--- src/rtl/parc_core_fetch_buffer_pkg.sv ---
// parc_fetch_pkg: shared fetch constants, counter sizing and squash-source encodings
package parc_fetch_pkg;
  localparam logic [31:0] PARC_NOP = 32'h0000_0000;
  function automatic int cnt_w(input int depth);
    return $clog2(depth + 1);
  endfunction
  typedef enum logic [1:0] {SQ_NONE, SQ_BR_X, SQ_J_D, SQ_JR_D} squash_src_e;
endpackage

--- src/rtl/parc_core_fetch_buffer_if.sv ---
// parc_core_fetch_buffer_if: imem request/response, squash and Decode handshake bundle
// master = fetch buffer side, slave = memory/ctrl/Decode side
interface parc_core_fetch_buffer_if;
  logic        imemreq_val;
  logic        imemreq_rdy;
  logic        imemresp_val;
  logic [31:0] imemresp_msg_data;
  logic        imemresp_rdy;
  logic        squash_Fhl;
  logic        inst_val_Dhl;
  logic [31:0] inst_Dhl;
  logic        inst_rdy_Dhl;
  modport master (
    output imemreq_val, imemresp_rdy, inst_val_Dhl, inst_Dhl,
    input  imemreq_rdy, imemresp_val, imemresp_msg_data, squash_Fhl, inst_rdy_Dhl
  );
  modport slave (
    input  imemreq_val, imemresp_rdy, inst_val_Dhl, inst_Dhl,
    output imemreq_rdy, imemresp_val, imemresp_msg_data, squash_Fhl, inst_rdy_Dhl
  );
endinterface

--- src/rtl/parc_core_fetch_buffer_queue.sv ---
// parc_fetch_queue: DEPTH-entry circular instruction buffer with enq/deq/flush, count and head outputs
// head shows NOP when empty; flush wins over same-cycle enq/deq
module parc_fetch_queue
  import parc_fetch_pkg::*;
#(
  parameter int          DEPTH = 2,
  parameter logic [31:0] NOP   = PARC_NOP
) (
  input  logic                      clk,
  input  logic                      reset,
  input  logic                      enq,
  input  logic [31:0]               enq_data,
  input  logic                      deq,
  input  logic                      flush,
  output logic [cnt_w(DEPTH)-1:0]   count,
  output logic [31:0]               head
);
  localparam int CW = cnt_w(DEPTH);
  localparam int PW = DEPTH > 1 ? $clog2(DEPTH) : 1;
  logic [31:0]   mem [DEPTH];
  logic [PW-1:0] hd, tl;
  function automatic logic [PW-1:0] nxt(input logic [PW-1:0] p);
    return p == PW'(DEPTH - 1) ? '0 : p + PW'(1);
  endfunction
  always_ff @(posedge clk or negedge reset)
    if (!reset) begin
      hd    <= '0;
      tl    <= '0;
      count <= '0;
    end else if (flush) begin
      hd    <= '0;
      tl    <= '0;
      count <= '0;
    end else begin
      if (enq) tl <= nxt(tl);
      if (deq) hd <= nxt(hd);
      count <= count + CW'(enq) - CW'(deq);
    end
  always_ff @(posedge clk)
    if (enq && !flush) mem[tl] <= enq_data;
  assign head = count == '0 ? NOP : mem[hd];
endmodule

--- src/rtl/parc_core_fetch_buffer.sv ---
// parc_core_fetch_buffer: imem credit throttle, response queue and squash drop bookkeeping for Decode
// ports: clk, reset (async active-low), f = imem req/resp + squash + Decode handshake (master)
module parc_core_fetch_buffer
  import parc_fetch_pkg::*;
#(
  parameter int          DEPTH = 2,
  parameter logic [31:0] NOP   = PARC_NOP
) (
  input logic                      clk,
  input logic                      reset,
  parc_core_fetch_buffer_if.master f
);
  localparam int CW = cnt_w(DEPTH);
  logic [CW-1:0] inflight, drop, count, inflight_nx;
  logic          req_fire, enq, deq;
  // credits cover doomed responses too, so queue space always exists for every return
  assign f.imemreq_val  = reset && ({1'b0, inflight} + {1'b0, count} < (CW+1)'(DEPTH));
  assign f.imemresp_rdy = 1'b1;
  assign f.inst_val_Dhl = count != '0;
  assign req_fire       = f.imemreq_val && f.imemreq_rdy;
  assign enq            = f.imemresp_val && drop == '0 && !f.squash_Fhl;
  assign deq            = f.inst_val_Dhl && f.inst_rdy_Dhl;
  assign inflight_nx    = inflight + CW'(req_fire) - CW'(f.imemresp_val);
  // on squash everything still outstanding is wrong-path except the redirect request fired now
  always_ff @(posedge clk or negedge reset)
    if (!reset) begin
      inflight <= '0;
      drop     <= '0;
    end else begin
      inflight <= inflight_nx;
      drop     <= f.squash_Fhl ? inflight_nx - CW'(req_fire) : drop - CW'(f.imemresp_val && drop != '0);
    end
  parc_fetch_queue #(.DEPTH(DEPTH), .NOP(NOP)) u_queue (
    .clk      (clk),
    .reset    (reset),
    .enq      (enq),
    .enq_data (f.imemresp_msg_data),
    .deq      (deq),
    .flush    (f.squash_Fhl),
    .count    (count),
    .head     (f.inst_Dhl)
  );
  a_resp_credit: assert property (@(posedge clk) disable iff (!reset) f.imemresp_val |-> inflight != '0);
endmodule

--- src/flat_wrapper.sv ---
// flat-port wrapper written by rule: the top's interface ports become plain ports
module parc_core_fetch_buffer_flat import parc_fetch_pkg::*;
#(
  parameter int          DEPTH = 2,
  parameter logic [31:0] NOP   = PARC_NOP
)
  (clk, reset, f_imemreq_val, f_imemresp_rdy, f_inst_val_Dhl, f_inst_Dhl, f_imemreq_rdy, f_imemresp_val, f_imemresp_msg_data, f_squash_Fhl, f_inst_rdy_Dhl);
  parc_core_fetch_buffer_if f_i ();
  input logic clk;
  input logic reset;
  output wire logic [$bits(f_i.imemreq_val)-1:0] f_imemreq_val;
  output wire logic [$bits(f_i.imemresp_rdy)-1:0] f_imemresp_rdy;
  output wire logic [$bits(f_i.inst_val_Dhl)-1:0] f_inst_val_Dhl;
  output wire logic [$bits(f_i.inst_Dhl)-1:0] f_inst_Dhl;
  input wire logic [$bits(f_i.imemreq_rdy)-1:0] f_imemreq_rdy;
  input wire logic [$bits(f_i.imemresp_val)-1:0] f_imemresp_val;
  input wire logic [$bits(f_i.imemresp_msg_data)-1:0] f_imemresp_msg_data;
  input wire logic [$bits(f_i.squash_Fhl)-1:0] f_squash_Fhl;
  input wire logic [$bits(f_i.inst_rdy_Dhl)-1:0] f_inst_rdy_Dhl;
  assign f_imemreq_val = f_i.imemreq_val;
  assign f_imemresp_rdy = f_i.imemresp_rdy;
  assign f_inst_val_Dhl = f_i.inst_val_Dhl;
  assign f_inst_Dhl = f_i.inst_Dhl;
  assign f_i.imemreq_rdy = f_imemreq_rdy;
  assign f_i.imemresp_val = f_imemresp_val;
  assign f_i.imemresp_msg_data = f_imemresp_msg_data;
  assign f_i.squash_Fhl = f_squash_Fhl;
  assign f_i.inst_rdy_Dhl = f_inst_rdy_Dhl;
  parc_core_fetch_buffer #(.DEPTH(DEPTH), .NOP(NOP)) u_core (.clk(clk), .reset(reset), .f(f_i));
endmodule
--- config.mk ---
export PLATFORM = sky130hd
export DESIGN_NAME = parc_core_fetch_buffer_flat
export DESIGN_NICKNAME = d
export VERILOG_FILES = /design/src/rtl/parc_core_fetch_buffer_pkg.sv /design/src/rtl/parc_core_fetch_buffer_if.sv /design/src/rtl/parc_core_fetch_buffer_queue.sv /design/src/rtl/parc_core_fetch_buffer.sv /design/src/flat_wrapper.sv
export SDC_FILE = /design/constraint.sdc
export NUM_CORES = 1
export LEC_CHECK = 0
export BUFFER_PORTS_ARGS = -buffer_cell sky130_fd_sc_hd__buf_4
export CORE_MARGIN = 1.5
export CORE_UTILIZATION = 52
export CTS_CLUSTER_DIAMETER = 100
export DETAILED_ROUTE_END_ITERATION = 8
export HOLD_SLACK_MARGIN = 0.12
export PLACE_DENSITY = 0.89
export SLEW_MARGIN = 20
export SYNTH_ARGS = -nofsm -noshare
export SYNTH_HDL_FRONTEND = slang
export SYNTH_SLANG_ARGS = --single-unit
--- constraint.sdc ---
create_clock -name clk -period 3.4 [get_ports clk]
set_input_delay 0.68 -clock clk [delete_from_list [all_inputs] [get_ports clk]]
set_output_delay 0.68 -clock clk [all_outputs]
set_load 0.05 [all_outputs]
==> summary.md, run 1 <==
| Metric | Value |
|---|---|
| Reg-to-reg startpoint | u_core.drop[1] |
| Hold/Removal Path Class | input pin to asynchronous set/reset pin |
| Post-route antenna net violation count | 0 |
| CTS root buf | clkbuf_8 |
| Synth-to-Final Area Change | 26.7% |
| Final instance area | 3680 sq um |
| Worst hold margin | 147 ps |
| Synth Area per Inst | 16.1 sq um |
| Clk slew on worst S/H paths | 80 ps |
| Fin. Hold Viols | 0 |
| Synthesized Nets | 225 |
| Final nets | 301 |
| Placeable core area | 5440 sq um |
| R2r setup slk | 1350 ps |
| Worst-Margin Slew | 942 ps |
| Power, Total | 2.64 mW |
| Vias in the first global route | 1805 |
| Setup WS post-layout | 750 ps |
| Setup crit start kind | register |
| Endpoint class of the critical path | primary output |
| Max-slew violations | 0 |
| Synth warn | 0 |
| Static leakage | 1.42 nW |
| Drt wl/cell | 15.8 microns |
| Dpl hpwl | 3550 microns |
| Post-Route WL | 5280 microns |
| Drt first pass iters | 4 |
| Non-filler instance count after layout | 334 |
| Detailed router's first-iteration violation count | 71 |
| Status | finished clean |
| DP Worst Slack | 912 ps |
| FMAX | 0.377 GHz |
| Post-CTS Setup Bufs | 0 |
| RSZ-0062 raised after global routing | false |
| MaxCap Viol Count | 0 |
| Data required time of the worst path | 2720 ps |
| Max clock buf depth | 2 |
| Htree depth | 3 |
| DP Cell Count | 318 |
| Port bufs | 71 |
| Distinct cells, synth | 22 |
| Area contributors post-synth | edfxtp_1 (66%), mux2i_1 (12%), dfrtp_1 (6.9%) |
| Cell Pwr Density | 716 nW/um^2 |
| Seq/Total Area, Yosys | 0.730 |
| Chip height | 77.8 microns |
| WS Path Type | register to primary output |
| Global-route usage over all layers | 0.195 |
| Leading area contributor after synthesis | edfxtp_1 |
| Max IR drop VDD | 0.459 mV |
| CTS resizes | 0 |
| # diodes | 0 |
| Die W | 77.8 microns |
| Worst-case reg-to-reg path depth | 3 |
| Detailed-route DRC error count | 0 |
| Storage cell area | 2120 sq um |
| Via count | 1688 |
| Critical path data arrival time | 1970 ps |
| Clk_lat worst skew | 340 ps |
| CTS tree | built |
| Multi-input logic area | 731 sq um |
| Grt ovf | 0 |
| Io pins | 73 |
| Period utilization | 0.779 |
| Slew headroom | 0.372 |
| Initial Util | 0.535 |
| Mapped Cells | 181 |
| Layout filler cell count | 363 |
| Rows | 27 |
| Post-Route Setup TNS | 0 ps |
| Util after Layout | 0.677 |
| Max Fanout on Critical Path | 34 |
| Clk_skew | 8.26 ps |
| Tmin final | 2650 ps |
| Pin count of the biggest net entering global routing | 35 |
| Endpoints failing setup | 0 |
| Antenna violations before repair | 0 |
| Placement-stage cell area | 3520 sq um |
| RR Endpoint | u_core.u_queue.mem[0][0] |
| First-pass GRT wire length | 8540 microns |
| #FFs+latches synth | 72 |
| Top cell type's share of synthesized area | 0.661 |
| Layout cells sized above 1 | 0.363 |
| Inserted Clock Buffers | 9 |
| Gpl congestion | 0.764 |
| Sinks on Clock Net | 72 |
| Die area | 6050 sq um |
| Vias per inst | 5.05 |
| Hold bufs inserted after CTS | 0 |
| Synth Cell Area | 2910 sq um |
synthesized netlist by cell type:
cell type / instances
and2_1: 2
ha_1: 5
mux2i_1: 34
clkbuf_1: 3
nor2b_1: 2
buf_4: 1
nor3b_1: 2
fa_1: 1
xnor2_1: 3
xnor3_1: 1
o22ai_2: 1
edfxtp_1: 64
conb_1: 1
o21a_1: 2
dfrtp_1: 8
buf_6: 1
mux2_2: 1
inv_1: 6
nand2b_1: 1
or4b_4: 1
buf_2: 4
nor2_1: 37
cells in the final DEF (no fill, tap or decap):
| master | Yosys | layout |
|---|---|---|
| xnor3_1 | 1 | 1 |
| dfrtp_2 | 0 | 1 |
| inv_1 | 6 | 6 |
| nor2_2 | 0 | 1 |
| mux2i_1 | 34 | 34 |
| clkbuf_8 | 0 | 9 |
| and2_1 | 2 | 2 |
| o22ai_2 | 1 | 1 |
| edfxtp_1 | 64 | 64 |
| mux2_2 | 1 | 1 |
| clkinv_4 | 0 | 1 |
| conb_1 | 1 | 1 |
| nor2_4 | 0 | 2 |
| o21a_1 | 2 | 2 |
| nor2_1 | 37 | 34 |
| nor3b_1 | 2 | 2 |
| or4b_4 | 1 | 1 |
| nor2b_1 | 2 | 2 |
| dfrtp_1 | 8 | 7 |
| nand2b_1 | 1 | 1 |
| clkinvlp_4 | 0 | 1 |
| xnor2_1 | 3 | 3 |
| buf_4 | 1 | 74 |
| ha_1 | 5 | 5 |
| fa_1 | 1 | 1 |
| clkinv_1 | 0 | 2 |
| clkinv_2 | 0 | 3 |
worst max-delay path, cell delays in order, from the launching register on:
cell	delay (ps)
dfrtp_2	990
mux2i_1	360
nor2_1	70
buf_4	200
power breakdown:
group          total (mW)  internal [mW]  switching (mW)
Clock               0.556          0.256           0.300
Combinational       0.911          0.342           0.569
Sequential           1.17           1.05           0.118
logic make-up after synthesis:
family	after synthesis	synth area share
AND/OR/NAND/NOR	45	0.0684
buffers and inverters	15	0.0250
XOR/XNOR	4	0.0168
adder cells (fa/ha/maj)	6	0.0284
flip-flops	72	0.730
AO/OA/AOI/OAI	3	0.00946
other	1	0.00129
multiplexers	35	0.121
metal layers:
metal | share of wire | global-route usage | vias to the layer above
met5 | 0 | 0 | -
met4 | 0.027 | 0.118 | 0
met2 | 0.50 | 0.322 | 71
met3 | 0.069 | 0.0718 | 14
li1 | - | - | 801
met1 | 0.41 | 0.212 | 802
worst max-delay path by stage:
stage,start,to,depth (start not counted)
floorplan,f_squash_Fhl,u_core.u_queue.mem[0][0],3
global placement,f_squash_Fhl,u_core.u_queue.mem[0][0],4
detailed placement,f_squash_Fhl,u_core.u_queue.mem[0][2],4
CTS,u_core.u_queue.hd,f_inst_Dhl[2],3
global route,u_core.u_queue.hd,f_inst_Dhl[2],3
finish,u_core.u_queue.hd,f_inst_Dhl[2],3
flip-flops by register name, indices dropped and copies added (netlist names):
name and count:
u_core.u_queue.hd 1, u_core.u_queue.mem 64, u_core.inflight 2, u_core.u_queue.count 2, u_core.drop 2, u_core.u_queue.tl 1
layout make-up:
class                   instances  area share
flip-flops and latches         72       0.576
multi-input cells              94       0.198
repair buffers                 74       0.151
clock buffers                   9      0.0336
well taps                      72      0.0244
clock inverters                 7      0.0105
inverters                       6     0.00611
Note: power is estimated with default switching activity, not from simulation.
==> run 2: changes to the inputs <==
--- a/config.mk
+++ b/config.mk
@@ -5,13 +5,14 @@
 export SDC_FILE = /design/constraint.sdc
 export NUM_CORES = 1
 export LEC_CHECK = 0
+export ABC_AREA = 1
 export BUFFER_PORTS_ARGS = -buffer_cell sky130_fd_sc_hd__buf_4
 export CORE_MARGIN = 1.5
-export CORE_UTILIZATION = 52
+export CORE_UTILIZATION = 48
 export CTS_CLUSTER_DIAMETER = 100
 export DETAILED_ROUTE_END_ITERATION = 8
 export HOLD_SLACK_MARGIN = 0.12
-export PLACE_DENSITY = 0.89
+export PLACE_DENSITY = 0.87
 export SLEW_MARGIN = 20
 export SYNTH_ARGS = -nofsm -noshare
 export SYNTH_HDL_FRONTEND = slang
==> constraint.sdc (replaced) <==
create_clock -name clk -period 2.35 [get_ports clk]
set_input_delay 0.47 -clock clk [delete_from_list [all_inputs] [get_ports clk]]
set_output_delay 0.47 -clock clk [all_outputs]
set_load 0.05 [all_outputs]
==> run 2 against run 1 <==
Net effect:
- sequential power increased by 40%
- routed wire length increased by 5.2%
- sequential share of layout area decreased by 2.4 points
- cell count increased by 19%
- critical endpoint is now f_imemreq_val
==> summary.md, run 2 <==
| Metric | Value |
|---|---|
| Post-Route WL | 5550 microns (+5.2%) |
| Synthesized Nets | 282 (+25%) |
| Sinks on Clock Net | 72 (unchanged) |
| Seq/Total Area, Yosys | 0.698 (-0.0315) |
| Setup crit start kind | register |
| Dpl hpwl | 3820 microns (+7.4%) |
| Chip height | 82.6 microns (+6.2%) |
| EDFF count, synth | 64 (unchanged) |
| Layout cells sized above 1 | 0.365 (+0.00273) |
| Max IR drop VDD | 0.845 mV (+84%) |
| Via count | 1952 (+16%) |
| Non-filler instance count after layout | 398 (+19%) |
| Crit-path cells | nand2_1 -> inv_1 -> fa_1 -> nor3b_2 -> buf_6 |
| Inserted Clock Buffers | 9 (unchanged) |
| #FFs+latches synth | 72 (unchanged) |
| Post-CTS Setup Bufs | 0 (unchanged) |
| Period utilization | 0.959 |
| Post-route antenna net violation count | 0 (unchanged) |
| Detailed router's first-iteration violation count | 103 (+45%) |
| CTS tree | built |
| # diodes | 0 (unchanged) |
| CTS root buf | clkbuf_8 |
| Top cell type's share of synthesized area | 0.632 (-0.0286) |
| Die area | 6820 sq um (+13%) |
| First-pass GRT wire length | 8720 microns (+2.2%) |
| Placeable core area | 6030 sq um (+11%) |
| Hold/Removal Path Class | input pin to register |
| Endpoints failing setup | 0 (unchanged) |
| Io pins | 73 (unchanged) |
| WS Path Type | register to primary output |
| Status | finished clean |
| Drt wl/cell | 14.0 microns (-12%) |
| Detailed-route DRC error count | 0 (unchanged) |
| Vias in the first global route | 1966 (+8.9%) |
| Drt first pass iters | 4 (unchanged) |
| Vias per inst | 4.90 (-3.0%) |
| Cell Pwr Density | 1230 nW/um^2 (+71%) |
| Slowest cell on crit path | fa_1 |
| Static leakage | 1.58 nW (+11%) |
| Rows | 28 (+3.7%) |
| Global-route usage over all layers | 0.176 (-0.0189) |
| Max clock buf depth | 2 (unchanged) |
| FMAX | 0.444 GHz |
| Post-Route Setup TNS | 0 ps (unchanged) |
| Clk_skew | 7.17 ps (-1.09 ps) |
| Htree depth | 3 (unchanged) |
| Synth Cell Area | 3040 sq um (+4.5%) |
| Final instance area | 3840 sq um (+4.2%) |
| CP max stage delay | 460 ps (-530 ps) |
| RSZ-0062 raised after global routing | false |
| Max Fanout on Critical Path | 4 (-88%) |
| Fin. Hold Viols | 0 (unchanged) |
| Prevailing post-synth register cell | edfxtp_1 |
| Most common cell after layout, fill and taps aside | nand2_1 |
| Max-slew violations | 0 (unchanged) |
| Synth warn | 0 (unchanged) |
| Tmin final | 2250 ps |
| Final nets | 362 (+20%) |
| Port bufs | 71 (unchanged) |
| Async SR Flop Fraction | 0.111 (unchanged) |
| Gpl congestion | 0.717 (-6.2%) |
| Pin count of the biggest net entering global routing | 33 (-5.7%) |
| Synth Area per Inst | 12.8 sq um (-21%) |
| Most frequent cells after synthesis | nand2_1 (79), edfxtp_1 (64), a21oi_2 (19), inv_1 (15), a21oi_1 (14) |
| Biggest register | u_core.u_queue.mem |
| Distinct cells, synth | 24 (+9.1%) |
| Initial Util | 0.504 (-0.0303) |
| Leading area contributor after synthesis | edfxtp_1 |
| Clk slew on worst S/H paths | 80 ps (about the same) |
| Data required time of the worst path | 1880 ps (-840 ps) |
| Most frequent cells in the layout | nand2_1 (79), buf_4 (78), edfxtp_1 (64) |
| Endpoint class of the critical path | primary output |
| Die W | 82.6 microns (+6.2%) |
| Mapped Cells | 238 (+31%) |
| MaxCap Viol Count | 0 (unchanged) |
| Antenna violations before repair | 0 (unchanged) |
| Grt ovf | 0 (unchanged) |
| Synth-to-Final Area Change | 26.4% |
| Placement-stage cell area | 3620 sq um (+2.8%) |
| Most frequent cell after synthesis | nand2_1 |
| DP Cell Count | 381 (+20%) |
| Critical path data arrival time | 1780 ps (-190 ps) |
| Clk_lat worst skew | 330 ps (about the same) |
| Max reg flops | 64 (unchanged) |
| Area contributors post-synth | edfxtp_1 (63%), nand2_1 (9.8%), dfrtp_1 (6.6%) |
run 2: changes by cell type in the layout (fill, tap and decap cells not counted), moves of 4 or more:
cell / change
a21oi_1: +14
a21oi_2: +19
buf_4: +4
inv_1: +9
mux2i_1: -34
nand2_1: +79
nor2_1: -27
run 2: metrics by stage:
stage	worst slack, ps	hold slack [ps]	util	total power, mW
global route	1.33	302	0.637	4.96
detailed placement	419	300	0.601	3.76
CTS	34.9	299	0.637	4.75
global placement	476	300	0.601	3.70
floorplan	55.3	174	-	3.25
finish	96.7	320	0.637	4.71
run 2: layer usage:
| layer | routed length [microns] | GRT usage | up-vias |
|---|---|---|---|
| met5 | 0 | 0 | - |
| met4 | 52 | 0.0550 | 0 |
| met3 | 386 | 0.0582 | 5 |
| met2 | 2910 | 0.321 | 66 |
| met1 | 2210 | 0.191 | 914 |
| li1 | - | - | 967 |
run 2: kinds of logic (layout without fill, tap and decap cells):
family                   after synthesis  in the layout  share of synthesized area
buffers and inverters                 27            112                     0.0609
AO/OA/AOI/OAI                         35             35                     0.0811
adder cells (fa/ha/maj)                6              6                     0.0272
flip-flops                            72             72                      0.698
other                                  1              1                    0.00123
XOR/XNOR                               3              3                    0.00865
AND/OR/NAND/NOR                       94             94                      0.123
run 2: path summary, 6_finish.rpt:
| check | start | endpoint | cells past startpoint | slack [ps] |
|---|---|---|---|---|
| worst max register to register | u_core.u_queue.count[0] | u_core.inflight[1] | 9 | 520 |
| worst max-delay path | u_core.u_queue.count[0] | f_imemreq_val | 5 | 100 |
| max in group asynchronous | reset | u_core.inflight[1] | 2 | 1720 |
| worst min-delay path | f_imemresp_msg_data[11] | u_core.u_queue.mem[1][11] | 1 | 320 |
| min in group asynchronous | reset | u_core.u_queue.tl | 2 | 490 |
| worst min register to register | u_core.u_queue.tl | u_core.u_queue.tl | 2 | 580 |
run 2: power breakdown:
group | switching [mW] | leakage [nW] | internal, mW
Clock | 0.434 | 0.101 | 0.544
Sequential | 0.0977 | 0.681 | 1.54
Combinational | 1.48 | 0.802 | 0.612
Total | 2.01 | 1.58 | 2.70
run 2: area by class of cell:
| cell class | count | area [sq um] |
|---|---|---|
| clock inverter | 5 | 55.1 |
| inverter | 16 | 67.6 |
| tap | 75 | 93.8 |
| multi-input combinational | 139 | 744 |
| sequential | 72 | 2120 |
| fill | 468 | 2180 |
| timing repair buffer | 80 | 607 |
| clock buffer | 11 | 151 |
run 2: timing repair:
action	4_1_cts	5_1_grt
resized for setup	0	1
hold endpoints to repair	8	0
hold buffers	1	0
endpoints found under the setup margin	0	1
run 2: worst max-delay path: cells and delay by family (launching register included):
kind / cells / cell delay [ps]
fa+ha+maj: 1 / 460
simple gates: 2 / 310
buf+inv: 2 / 240
flops: 1 / 440
==> run 3: changes to the inputs <==
--- a/config.mk
+++ b/config.mk
@@ -12,7 +12,7 @@
 export CTS_CLUSTER_DIAMETER = 100
 export DETAILED_ROUTE_END_ITERATION = 8
 export HOLD_SLACK_MARGIN = 0.12
-export PLACE_DENSITY = 0.87
+export PLACE_DENSITY = 0.78
 export SLEW_MARGIN = 20
 export SYNTH_ARGS = -nofsm -noshare
 export SYNTH_HDL_FRONTEND = slang
==> run 3 against run 2 <==
Net effect:
- setup slack better by 31 ps
- cell count decreased by 0.50%
- non-clock buffer count is 2 lower
- via count fell by 1.7%
- sequential power is essentially flat
- combinational power rose by 2%
- sequential cell count is the same
- sequential share of layout area down 0.38 points
- critical path type unchanged
- critical endpoint unchanged
- largest power group unchanged
==> summary.md, run 3 (synthesis gave the netlist of run 2 again) <==
| Metric | Value |
|---|---|
| Rows | 28 (unchanged) |
| Crit-path cells | nand2_1 -> inv_1 -> fa_1 -> nor3b_2 -> buf_6 |
| CTS tree | built |
| Drt first pass iters | 4 (unchanged) |
| Initial Util | 0.504 (unchanged) |
| Period utilization | 0.946 (-0.0131) |
| Static leakage | 1.60 nW (+0.78%) |
| Most frequent cells in the layout | nand2_1 (79), buf_4 (75), edfxtp_1 (64) |
| Clk_skew | 5.30 ps (-1.87 ps) |
| Pin count of the biggest net entering global routing | 33 (unchanged) |
| Port bufs | 71 (unchanged) |
| Max-slew violations | 0 (unchanged) |
| Vias in the first global route | 1842 (-6.3%) |
| Status | finished clean |
| Sinks on Clock Net | 72 (unchanged) |
| RSZ-0062 raised after global routing | false |
| Endpoint class of the critical path | primary output |
| Worst hold path stage count | 1 (unchanged) |
| WL met2 | 2890 microns (-0.45%) |
| Gpl congestion | 0.805 (+12%) |
| Slowest cell on crit path | fa_1 |
| Setup crit start kind | register |
| Vias per inst | 4.85 (-1.2%) |
| Max reg flops | 64 (unchanged) |
| Met1 wire length | 2340 microns (+5.9%) |
| CTS root buf | clkbuf_8 |
| Endpoints failing setup | 0 (unchanged) |
| WP depth | 5 (unchanged) |
| Die area | 6820 sq um (unchanged) |
| Data required time of the worst path | 1880 ps (about the same) |
| Setup WS post-layout | 128 ps (+30.9 ps) |
| Cell Pwr Density | 1260 nW/um^2 (+3.0%) |
| Final nets | 360 (-0.55%) |
| Drt wl/cell | 14.1 microns (+1.4%) |
| Dpl hpwl | 3710 microns (-2.6%) |
| Io pins | 73 (unchanged) |
| Storage cell area | 2120 sq um (unchanged) |
| Max clock buf depth | 2 (unchanged) |
| Util after Layout | 0.642 (+0.00436) |
| Htree depth | 3 (unchanged) |
| Post-Route Setup TNS | 0 ps (unchanged) |
| Max Fanout on Critical Path | 4 (unchanged) |
| Post-Route WL | 5600 microns (+0.86%) |
| Clk_lat worst skew | 340 ps (about the same) |
| Layout cells sized above 1 | 0.355 (-0.0102) |
| Worst-case reg-to-reg path depth | 9 (unchanged) |
| Critical path data arrival time | 1750 ps (-30 ps) |
| Chip height | 82.6 microns (unchanged) |
| Fin. Hold Viols | 0 (unchanged) |
| Antenna violations before repair | 0 (unchanged) |
| CP max stage delay | 450 ps (about the same) |
| # diodes | 0 (unchanged) |
| Detailed router's first-iteration violation count | 102 (-0.97%) |
| Synth-to-Final Area Change | 27.3% |
| Delay-heaviest family, CP | adder cells |
| Multi-input logic area | 744 sq um (unchanged) |
| Via count | 1919 (-1.7%) |
| Hold/Removal Path Class | input pin to register |
| First-pass GRT wire length | 8580 microns (-1.6%) |
| Post-route antenna net violation count | 0 (unchanged) |
| Detailed-route DRC error count | 0 (unchanged) |
| DP Worst Slack | 469 ps (+49.8 ps) |
| Die W | 82.6 microns (unchanged) |
| FMAX | 0.450 GHz (+1.4%) |
| Clk slew on worst S/H paths | 70 ps (about the same) |
| Tmin final | 2220 ps (-30.9 ps) |
| Grt ovf | 0 (unchanged) |
| Layout filler cell count | 478 (+2.1%) |
| MaxCap Viol Count | 0 (unchanged) |
| WP buf/inv | 2 (unchanged) |
| Global-route usage over all layers | 0.178 (+0.00226) |
| Non-filler instance count after layout | 396 (-0.50%) |
| WS Path Type | register to primary output |
| Max layer used | met4 |
| Max IR drop VDD | 0.791 mV (-6.4%) |
| Metal3 WL | 302 microns (-22%) |
| Most common cell after layout, fill and taps aside | nand2_1 |
| Biggest register | u_core.u_queue.mem |
| Placeable core area | 6030 sq um (unchanged) |
| DP Cell Count | 379 (-0.52%) |
| Inserted Clock Buffers | 9 (unchanged) |
-- run 3: cell types whose count changed in the layout (fill, tap and decap cells not counted), sizes merged --
cell and delta:
buf -2, clkinvlp -2, clkinv +1, clkbuf -1
bufinv +2
-- run 3: final cells by class --
type	count	area share
clock inverter	6	0.0278
timing repair buffer	78	0.156
tap	75	0.0243
clock buffer	10	0.0330
sequential	72	0.549
multi-input combinational	139	0.192
inverter	16	0.0175
-- run 3: final timing paths --
kind	start	to	slack [ps]
worst min register to register	u_core.u_queue.tl	u_core.u_queue.tl	590
worst min-delay path	f_imemresp_msg_data[5]	u_core.u_queue.mem[0][5]	310
worst max register to register	u_core.u_queue.count[0]	u_core.inflight[1]	560
max in group asynchronous	reset	u_core.u_queue.hd	1730
min in group asynchronous	reset	u_core.inflight[1]	490
worst max-delay path	u_core.u_queue.count[0]	f_imemreq_val	130
-- run 3: stage by stage --
step                      instance area, sq um  total power [mW]  hold WS, ps
after floorplan                           3050              3.25          174
after global placement                    3620              3.74          295
after detailed placement                  3620              3.77          301
after CTS                                 3860              4.91          301
after global routing                      3870              5.14          293
final                                     3870              4.88          311
-- run 3: report_power, final --
part / internal (mW) / leakage (nW) / total (mW) / switching, mW
sequential: 1.54 / 0.681 / 1.62 / 0.0726
clock: 0.702 / 0.118 / 1.14 / 0.440
combinational: 0.622 / 0.798 / 2.13 / 1.50
total: 2.87 / 1.60 / 4.88 / 2.02
-- run 3: metal layers --
layer	up-vias	global-route usage
li1	959	-
met1	895	0.209
met2	59	0.311
met3	6	0.0593
met4	0	0.0500
met5	-	0
-- run 3: timing repair --
action	CTS	global route
setup endpoints to repair	0	1
hold buffers	1	0
resized for setup	0	1
buffers inserted	0	0
hold endpoints to repair	8	0
